--- src/rtl/spi_xfer_ctrl_pkg.sv ---
// Shared constants for the SPI transfer sequencer: default sizes, FSM state
// encodings and the wait/lead/tail counter width helper.
package spi_xfer_pkg;

  localparam int DEF_DWIDTH  = 8;
  localparam int DEF_DEPTH   = 4;
  localparam int DEF_SS_LEAD = 2;
  localparam int DEF_SS_TAIL = 2;
  localparam int DEF_TIMEOUT = 255;

  localparam logic [2:0] S_IDLE    = 3'd0;
  localparam logic [2:0] S_LEAD    = 3'd1;
  localparam logic [2:0] S_ISSUE   = 3'd2;
  localparam logic [2:0] S_WAIT_LO = 3'd3;
  localparam logic [2:0] S_WAIT_HI = 3'd4;
  localparam logic [2:0] S_NEXT    = 3'd5;
  localparam logic [2:0] S_TAIL    = 3'd6;

  function automatic int cnt_width(input int timeout);
    return $clog2(timeout + 1);
  endfunction

  localparam int DEF_CNT_W = cnt_width(DEF_TIMEOUT);

endpackage

--- src/rtl/spi_xfer_ctrl_if.sv ---
// Host FIFO handshake plus spi_core strobe bundle; slave = sequencer, master = host/core side.
// With SPI_XFER_RX_OVF_EN defined the bundle also carries the sticky rx_ovf flag.
interface spi_xfer_ctrl_if
  import spi_xfer_pkg::*;
#(
  parameter int DWIDTH = DEF_DWIDTH
) ();
  logic [DWIDTH-1:0] tx_data;
  logic              tx_valid;
  logic              tx_ready;
  logic [DWIDTH-1:0] rx_data;
  logic              rx_valid;
  logic              rx_ready;
  logic              core_cs;
  logic              core_wr;
  logic              core_rd;
  logic [DWIDTH-1:0] core_din;
  logic [DWIDTH-1:0] core_dout;
  logic              core_done;
  logic              ss_n;
  logic              busy;
  logic              err;
`ifdef SPI_XFER_RX_OVF_EN
  logic              rx_ovf;

  modport slave (
    input  tx_data, tx_valid, rx_ready, core_dout, core_done,
    output tx_ready, rx_data, rx_valid, core_cs, core_wr, core_rd, core_din,
           ss_n, busy, err, rx_ovf
  );
  modport master (
    output tx_data, tx_valid, rx_ready, core_dout, core_done,
    input  tx_ready, rx_data, rx_valid, core_cs, core_wr, core_rd, core_din,
           ss_n, busy, err, rx_ovf
  );
`else
  modport slave (
    input  tx_data, tx_valid, rx_ready, core_dout, core_done,
    output tx_ready, rx_data, rx_valid, core_cs, core_wr, core_rd, core_din,
           ss_n, busy, err
  );
  modport master (
    output tx_data, tx_valid, rx_ready, core_dout, core_done,
    input  tx_ready, rx_data, rx_valid, core_cs, core_wr, core_rd, core_din,
           ss_n, busy, err
  );
`endif
endinterface

--- src/rtl/spi_xfer_ctrl_sync_fifo.sv ---
// Single-clock FIFO, power-of-2 depth. A push is accepted on a full FIFO when
// the head is popped in the same cycle; an empty FIFO never bypasses.
module sync_fifo #(
  parameter int DWIDTH = 8,
  parameter int DEPTH  = 4
) (
  input  logic              clk,
  input  logic              rst,
  input  logic [DWIDTH-1:0] in_data_i,
  input  logic              in_valid_i,
  output logic              in_ready_o,
  output logic [DWIDTH-1:0] out_data_o,
  output logic              out_valid_o,
  input  logic              out_ready_i
);
  localparam int AW = $clog2(DEPTH);

  logic [DWIDTH-1:0] mem_q [DEPTH];
  logic [AW-1:0]     wr_ptr_q;
  logic [AW-1:0]     rd_ptr_q;
  logic [AW:0]       cnt_q;
  logic              push;
  logic              pop;

  assign out_valid_o = (cnt_q != '0);
  assign pop         = out_valid_o && out_ready_i;
  assign in_ready_o  = (cnt_q != (AW+1)'(DEPTH)) || pop;
  assign push        = in_valid_i && in_ready_o;
  assign out_data_o  = mem_q[rd_ptr_q];

  always_ff @(posedge clk or posedge rst) begin
    if (rst) begin
      wr_ptr_q <= '0;
      rd_ptr_q <= '0;
      cnt_q    <= '0;
    end else begin
      if (push) wr_ptr_q <= wr_ptr_q + 1'b1;
      if (pop)  rd_ptr_q <= rd_ptr_q + 1'b1;
      if (push && !pop)      cnt_q <= cnt_q + 1'b1;
      else if (pop && !push) cnt_q <= cnt_q - 1'b1;
    end
  end

  always_ff @(posedge clk) begin
    if (push) mem_q[wr_ptr_q] <= in_data_i;
  end
endmodule

--- src/rtl/spi_xfer_ctrl.sv ---
// Sequences host words through spi_core and owns ss_n across back-to-back words.
// SPI_XFER_RX_OVF_EN: drop words on RX full (sticky rx_ovf) instead of stalling.
module spi_xfer_ctrl
  import spi_xfer_pkg::*;
#(
  parameter int DWIDTH  = DEF_DWIDTH,
  parameter int DEPTH   = DEF_DEPTH,
  parameter int SS_LEAD = DEF_SS_LEAD,
  parameter int SS_TAIL = DEF_SS_TAIL,
  parameter int TIMEOUT = DEF_TIMEOUT
) (
  input logic            clk,
  input logic            rst,
  spi_xfer_ctrl_if.slave bus
);
  localparam int CW = cnt_width(TIMEOUT);
  localparam logic [CW-1:0] LEAD_LD = CW'(SS_LEAD - 1);
  localparam logic [CW-1:0] TAIL_LD = CW'(SS_TAIL - 1);
  localparam logic [CW-1:0] TMO_LD  = CW'(TIMEOUT - 1);

`ifdef SPI_XFER_RX_OVF_EN
  localparam bit OVF_EN = 1'b1;
`else
  localparam bit OVF_EN = 1'b0;
`endif

  logic [2:0]        state_q, state_d;
  logic [CW-1:0]     cnt_q, cnt_d;
  logic              ss_n_q, ss_n_d;
  logic              wr_q, wr_d;
  logic [DWIDTH-1:0] din_q, din_d;
  logic              err_q, err_d;
  logic [DWIDTH-1:0] tx_head;
  logic              tx_nempty;
  logic              tx_pop;
  logic              rx_room;
  logic              rx_push;
  logic              issue_ok;
  logic              issue_go;
  logic              abort;

  sync_fifo #(.DWIDTH(DWIDTH), .DEPTH(DEPTH)) tx_fifo (
    .clk        (clk),
    .rst        (rst),
    .in_data_i  (bus.tx_data),
    .in_valid_i (bus.tx_valid),
    .in_ready_o (bus.tx_ready),
    .out_data_o (tx_head),
    .out_valid_o(tx_nempty),
    .out_ready_i(tx_pop)
  );

  sync_fifo #(.DWIDTH(DWIDTH), .DEPTH(DEPTH)) rx_fifo (
    .clk        (clk),
    .rst        (rst),
    .in_data_i  (bus.core_dout),
    .in_valid_i (rx_push),
    .in_ready_o (rx_room),
    .out_data_o (bus.rx_data),
    .out_valid_o(bus.rx_valid),
    .out_ready_i(bus.rx_ready)
  );

  // Only one word is ever in flight, so checking RX room at issue time
  // guarantees the WAIT_HI push lands when overflow dropping is disabled.
  assign issue_ok = tx_nempty && (OVF_EN || rx_room);
  assign rx_push  = (state_q == S_WAIT_HI) && bus.core_done;

  always_comb begin
    state_d  = state_q;
    cnt_d    = cnt_q;
    ss_n_d   = ss_n_q;
    wr_d     = 1'b0;
    din_d    = din_q;
    err_d    = err_q;
    tx_pop   = 1'b0;
    issue_go = 1'b0;
    abort    = 1'b0;
    case (state_q)
      S_IDLE: begin
        if (tx_nempty) begin
          state_d = S_LEAD;
          ss_n_d  = 1'b0;
          cnt_d   = LEAD_LD;
        end
      end
      S_LEAD: begin
        if (cnt_q != '0) cnt_d = cnt_q - 1'b1;
        else if (issue_ok) issue_go = 1'b1;
      end
      S_ISSUE: begin
        state_d = S_WAIT_LO;
        cnt_d   = TMO_LD;
      end
      S_WAIT_LO: begin
        if (!bus.core_done) begin
          state_d = S_WAIT_HI;
          cnt_d   = TMO_LD;
        end else if (cnt_q == '0) abort = 1'b1;
        else cnt_d = cnt_q - 1'b1;
      end
      S_WAIT_HI: begin
        if (bus.core_done) state_d = S_NEXT;
        else if (cnt_q == '0) abort = 1'b1;
        else cnt_d = cnt_q - 1'b1;
      end
      S_NEXT: begin
        if (tx_nempty) begin
          if (issue_ok) issue_go = 1'b1;
        end else begin
          state_d = S_TAIL;
          cnt_d   = TAIL_LD;
        end
      end
      S_TAIL: begin
        if (issue_ok) issue_go = 1'b1;
        else if (cnt_q == '0) begin
          state_d = S_IDLE;
          ss_n_d  = 1'b1;
        end else cnt_d = cnt_q - 1'b1;
      end
      default: state_d = S_IDLE;
    endcase
    if (issue_go) begin
      tx_pop  = 1'b1;
      din_d   = tx_head;
      wr_d    = 1'b1;
      state_d = S_ISSUE;
    end
    if (abort) begin
      err_d   = 1'b1;
      ss_n_d  = 1'b1;
      state_d = S_IDLE;
    end
  end

  always_ff @(posedge clk or posedge rst) begin
    if (rst) begin
      state_q <= S_IDLE;
      cnt_q   <= '0;
      ss_n_q  <= 1'b1;
      wr_q    <= 1'b0;
      din_q   <= '0;
      err_q   <= 1'b0;
    end else begin
      state_q <= state_d;
      cnt_q   <= cnt_d;
      ss_n_q  <= ss_n_d;
      wr_q    <= wr_d;
      din_q   <= din_d;
      err_q   <= err_d;
    end
  end

`ifdef SPI_XFER_RX_OVF_EN
  logic ovf_q;

  always_ff @(posedge clk or posedge rst) begin
    if (rst) ovf_q <= 1'b0;
    else if (rx_push && !rx_room) ovf_q <= 1'b1;
  end

  assign bus.rx_ovf = ovf_q;
`endif

  assign bus.core_cs  = wr_q;
  assign bus.core_wr  = wr_q;
  assign bus.core_rd  = 1'b0;
  assign bus.core_din = din_q;
  assign bus.ss_n     = ss_n_q;
  assign bus.busy     = (state_q != S_IDLE);
  assign bus.err      = err_q;
endmodule
--- src/flat_wrapper.sv ---
// flat-port wrapper written by rule: the top's interface ports become plain ports
module spi_xfer_ctrl_flat import spi_xfer_pkg::*;
#(
  parameter int DWIDTH  = DEF_DWIDTH,
  parameter int DEPTH   = DEF_DEPTH,
  parameter int SS_LEAD = DEF_SS_LEAD,
  parameter int SS_TAIL = DEF_SS_TAIL,
  parameter int TIMEOUT = DEF_TIMEOUT
)
  (clk, rst, bus_tx_data, bus_tx_valid, bus_rx_ready, bus_core_dout, bus_core_done, bus_tx_ready, bus_rx_data, bus_rx_valid, bus_core_cs, bus_core_wr, bus_core_rd, bus_core_din, bus_ss_n, bus_busy, bus_err);
  spi_xfer_ctrl_if #(.DWIDTH(DWIDTH)) bus_i ();
  input logic clk;
  input logic rst;
  input wire logic [$bits(bus_i.tx_data)-1:0] bus_tx_data;
  input wire logic [$bits(bus_i.tx_valid)-1:0] bus_tx_valid;
  input wire logic [$bits(bus_i.rx_ready)-1:0] bus_rx_ready;
  input wire logic [$bits(bus_i.core_dout)-1:0] bus_core_dout;
  input wire logic [$bits(bus_i.core_done)-1:0] bus_core_done;
  output wire logic [$bits(bus_i.tx_ready)-1:0] bus_tx_ready;
  output wire logic [$bits(bus_i.rx_data)-1:0] bus_rx_data;
  output wire logic [$bits(bus_i.rx_valid)-1:0] bus_rx_valid;
  output wire logic [$bits(bus_i.core_cs)-1:0] bus_core_cs;
  output wire logic [$bits(bus_i.core_wr)-1:0] bus_core_wr;
  output wire logic [$bits(bus_i.core_rd)-1:0] bus_core_rd;
  output wire logic [$bits(bus_i.core_din)-1:0] bus_core_din;
  output wire logic [$bits(bus_i.ss_n)-1:0] bus_ss_n;
  output wire logic [$bits(bus_i.busy)-1:0] bus_busy;
  output wire logic [$bits(bus_i.err)-1:0] bus_err;
  assign bus_i.tx_data = bus_tx_data;
  assign bus_i.tx_valid = bus_tx_valid;
  assign bus_i.rx_ready = bus_rx_ready;
  assign bus_i.core_dout = bus_core_dout;
  assign bus_i.core_done = bus_core_done;
  assign bus_tx_ready = bus_i.tx_ready;
  assign bus_rx_data = bus_i.rx_data;
  assign bus_rx_valid = bus_i.rx_valid;
  assign bus_core_cs = bus_i.core_cs;
  assign bus_core_wr = bus_i.core_wr;
  assign bus_core_rd = bus_i.core_rd;
  assign bus_core_din = bus_i.core_din;
  assign bus_ss_n = bus_i.ss_n;
  assign bus_busy = bus_i.busy;
  assign bus_err = bus_i.err;
  spi_xfer_ctrl #(.DWIDTH(DWIDTH), .DEPTH(DEPTH), .SS_LEAD(SS_LEAD), .SS_TAIL(SS_TAIL), .TIMEOUT(TIMEOUT)) u_core (.clk(clk), .rst(rst), .bus(bus_i));
endmodule
--- config.mk ---
export PLATFORM = sky130hd
export DESIGN_NAME = spi_xfer_ctrl_flat
export DESIGN_NICKNAME = d
export VERILOG_FILES = /design/src/rtl/spi_xfer_ctrl_pkg.sv /design/src/rtl/spi_xfer_ctrl_if.sv /design/src/rtl/spi_xfer_ctrl_sync_fifo.sv /design/src/rtl/spi_xfer_ctrl.sv /design/src/flat_wrapper.sv
export SDC_FILE = /design/constraint.sdc
export NUM_CORES = 1
export LEC_CHECK = 0
export ABC_AREA = 1
export CORE_MARGIN = 5
export CORE_UTILIZATION = 61
export DETAILED_ROUTE_END_ITERATION = 7
export MAX_ROUTING_LAYER = met4
export PLACE_DENSITY = 0.87
export SLEW_MARGIN = 20
export SYNTH_ARGS = -nofsm -noshare
export SYNTH_HDL_FRONTEND = slang
export SYNTH_SLANG_ARGS = --single-unit
export TNS_END_PERCENT = 50
--- constraint.sdc ---
create_clock -name clk -period 7.55 [get_ports clk]
set_input_delay 1.51 -clock clk [delete_from_list [all_inputs] [get_ports clk]]
set_output_delay 1.51 -clock clk [all_outputs]
set_load 0.03 [all_outputs]
==> results.txt <==
- Clock slew at the register clock pins of the worst setup and hold paths: 0.10 ns
- Worst-path cell with the longest stage delay: sky130_fd_sc_hd__clkdlybuf4s50_1
- Final number of setup-violating endpoints: 0
* Global-route usage over all layers: 21.0%
- Clock tree synthesis found a total of 100 sinks.
- The number of different library cells used by synthesis comes to 37.
* CTS Hold Bufs: 0
- For the worst setup path, the data arrival time is 3.33 ns.
- Power Density: 423 nW/um^2
* Post-synthesis to final-layout area growth: 14.2%
- Series of cell instances along the critical path: clkdlybuf4s50_1 > nor2_1 > nand3_1 > nand2_1 > inv_1 > nand2_4 > nand2_4 > clkdlybuf4s50_1
- Combined buffer and inverter count along the critical path: 3
* Min Clock Period, post-route: 4.84 ns
- The final layout contains routed wiring with a total length of 8.95 mm.
* Average cell area after synthesis: 10.1 sq um
- Met2 GRT Util: 35.3%
- The analysis attributes to cell leakage a power of 0.00226 uW.
- Flip-flop and latch count after synthesis: 100
- Vias per cell: 5.39
- Total core area: 7610 sq um
* Max-slew violation count: 0
- Clock Path Buffers: 2
- The tool flagged a number of max-cap violations equal to 0.
- IR analysis of the VDD net gives a maximum drop of 0.217 mV.
- After synthesis, the largest area contributor takes up 41.1% of total cell area.
- For the pin with the worst max-slew slack, the measured transition is 0.824 ns.
- The repair_antennas step left the layout with diodes totalling 0.
* CTS H-tree lvls: 3
* Number of global-route vias before repair: 3428
- Final routed DRC violation total: 0
- Post-Synthesis Net Count: 499
* Count of boundary I/O pins: 45
- Status: finished, final reports clean
- Delay-heaviest family, CP: buffers and inverters
* Num rows: 32
- The synthesized netlist occupies a cell area of 4670 sq um.
- Critical Path Source Type: input pin
- The number of hold violations in the final report was 0.
* Total global routing overflow: 0
* Final antenna-violating net count: 0
- In this run, post-CTS repair resized a total of 0 instances.
* Pin count of the biggest net entering global routing: 37
- Total chip power: 2260 uW
- The pre-antenna-repair detailed-routing pass consisted of 5 iterations.
* Max FO, Critical Path: 15
- Summed over all instances, the cell type with the most area after synthesis is sky130_fd_sc_hd__edfxtp_1.
- In the finished design, the share of the clock period the worst path needs comes to 64.1%.
* Setup_tns: 0 ns
- The number of clock buffers added by TritonCTS is 9.
- Die area: 9510 sq um
* Starting Density: 61.4%
- Initial antenna violation count: 0
- Global-route wire length before repair: 15.7 mm
- The min-delay analysis places its worst path in the category reg2reg.
- Data on the critical path is required at its endpoint by 6.04 ns.
* M1 GR Usage: 26.0%
* Share of final-layout standard cells stronger than drive strength 1: 7.48%
* RSZ-0062 raised after global routing: false
- TritonCTS built the clock tree.
- Yosys synthesis warning count: 0
- Across the routed clock network, the largest skew measured is 0.0135 ns.
* Count of routing violations after the opening detailed-route iteration: 197
- After legalization and detailed placement, the total HPWL measured 6.33 mm.
- met2 is the most crowded layer.
- The critical path is of the in2out type.
- The worst setup path is captured at an output port.
* Clock latency at the later pin of the worst-skew pair: 0.37 ns
- Overall die height: 97.5 um
- The final layout contains 538 nets.
- Buffers inserted during post-CTS setup optimization: 0
- After synthesis, flip-flops and latches occupy 60.4% of the total area.
- In this design, the stage delay of the slowest critical-path cell is 0.67 ns.
- Die outline width: 97.5 um
- Library cell used as clock root buffer: sky130_fd_sc_hd__clkbuf_8
- During placement, the flow inserted port buffers numbering 43.
- Ranking of synthesized cells by area: sky130_fd_sc_hd__edfxtp_1 (41%), sky130_fd_sc_hd__dfrtp_1 (19%), sky130_fd_sc_hd__nand2_1 (7.9%), sky130_fd_sc_hd__nor2_1 (5.8%), sky130_fd_sc_hd__inv_1 (3.6%)
- For this run, the top clock speed supported by timing is 0.206 GHz.
- Measured against its own limit, the worst slew margin works out to 44.9%.
- Via Count: 3285
- Grt met3 use: 3.95%
- The congestion estimate from routability-driven global placement came to 0.892.
* Syn Inst Count: 464
- After detailed routing, the average wire length per cell comes to 14.7 um.
[registers in the layout, indices dropped and copies added (netlist names)]
name	cells
u_core.rx_fifo.cnt_q	3
u_core.bus.core_din	8
u_core.tx_fifo.mem_q	32
u_core.tx_fifo.cnt_q	3
u_core.cnt_q	8
u_core.tx_fifo.wr_ptr_q	2
u_core.tx_fifo.rd_ptr_q	2
u_core.bus.ss_n	1
u_core.state_q	3
u_core.bus.err	1
u_core.rx_fifo.mem_q	32
u_core.bus.core_cs	1
u_core.rx_fifo.rd_ptr_q	2
u_core.rx_fifo.wr_ptr_q	2
[logic make-up after synthesis]
logic type	Yosys count	share of synthesized area, %
AOI/OAI and AO/OA	62	7.87
xor gates and xnor gates	12	2.25
adders and majority gates	14	4.07
buffers and inverters	65	6.02
DFF	100	60.4
muxes	1	0.241
other	1	0.0802
and+or+nand+nor	209	19.1
[worst register-to-register path: cells and delay by family (launching register included)]
| kind | cells | cell delay, ns |
|---|---|---|
| compound gates | 2 | 0.25 |
| simple gates | 7 | 0.87 |
| flops | 1 | 0.42 |
| buf+inv | 3 | 0.26 |
| xor+xnor | 1 | 0.15 |
| fa+ha+maj | 3 | 0.73 |
[placed cells by master (no fill, tap or decap), types with 8 or more instances in the layout]
| master | netlist | routed |
|---|---|---|
| sky130_fd_sc_hd__clkbuf_8 | 0 | 9 |
| sky130_fd_sc_hd__clkdlybuf4s50_1 | 0 | 43 |
| sky130_fd_sc_hd__dfrtp_1 | 35 | 35 |
| sky130_fd_sc_hd__edfxtp_1 | 64 | 64 |
| sky130_fd_sc_hd__ha_1 | 12 | 12 |
| sky130_fd_sc_hd__inv_1 | 45 | 45 |
| sky130_fd_sc_hd__nand2_1 | 99 | 99 |
| sky130_fd_sc_hd__nand3_1 | 22 | 22 |
| sky130_fd_sc_hd__nor2_1 | 72 | 72 |
| sky130_fd_sc_hd__o21ai_0 | 33 | 33 |
| sky130_fd_sc_hd__o22ai_1 | 8 | 8 |
| sky130_fd_sc_hd__o32ai_1 | 8 | 8 |
| sky130_fd_sc_hd__xor2_1 | 10 | 10 |
[area by class of cell]
type	instances	area, sq um
fillers	535	2270
multi-input cells	299	1570
repair buffers	44	438
flip-flops and latches	100	2820
well taps	102	128
clock inverters	7	73.8
clock buffers	9	124
inverters	49	184
[final timing paths]
check	start	to	slack (ns)	depth (start not counted)
min in group asynchronous	rst	u_core.rx_fifo.wr_ptr_q[0]$_DFFE_PP0P_	1.55	3
hold / removal	u_core.bus.err$_DFFE_PP0P_	u_core.bus.err$_DFFE_PP0P_	0.48	1
max in group asynchronous	rst	u_core.bus.ss_n$_DFFE_PP1P_	5.62	3
setup reg to reg	u_core.cnt_q[0]$_DFFE_PP0P_	u_core.tx_fifo.cnt_q[2]$_DFFE_PP0P_	4.75	16
hold reg to reg	u_core.bus.err$_DFFE_PP0P_	u_core.bus.err$_DFFE_PP0P_	0.48	1
setup / recovery	bus_rx_ready	bus_tx_ready	2.71	8
[report_power, final]
part | total, uW | switching (uW) | internal [uW]
sequential | 858 | 130 | 728
clock | 334 | 203 | 131
combinational | 1060 | 674 | 390
[stage by stage]
step | hold slack, ns | instance area (sq um) | util [%] | std cells | worst slack (ns)
floorplan | 0.464 | 4670 | - | 464 | 3.97
global placement | 0.455 | 5140 | 67.6 | 594 | 2.72
detailed placement | 0.465 | 5140 | 67.6 | 594 | 2.71
CTS | 0.487 | 5340 | 70.2 | 610 | 2.70
global route | 0.509 | 5340 | 70.2 | 610 | 2.54
finish | 0.482 | 5340 | 70.2 | 610 | 2.71
[routing by layer]
metal	wire length (um)	share of wire [%]
met1	3780	42
met2	4660	52
met3	361	4.0
met4	146	1.6
met5	0	0
[cell usage after synthesis, drive strengths merged]
cell / number
dfrtp: 35
clkinv: 2
inv: 47
nand3: 23
nor2: 76
nand3b: 1
buf: 9
o32ai: 8
o211ai: 1
edfxtp: 64
conb: 1
a21oi: 7
o22ai: 8
ha: 12
nand4: 1
xnor2: 2
dfstp: 1
xor2: 10
clkbuf: 7
nor3: 2
fa: 2
o21ai: 38
mux2: 1
nand2: 105
or2: 1
Power figures use the tool's default switching activity.
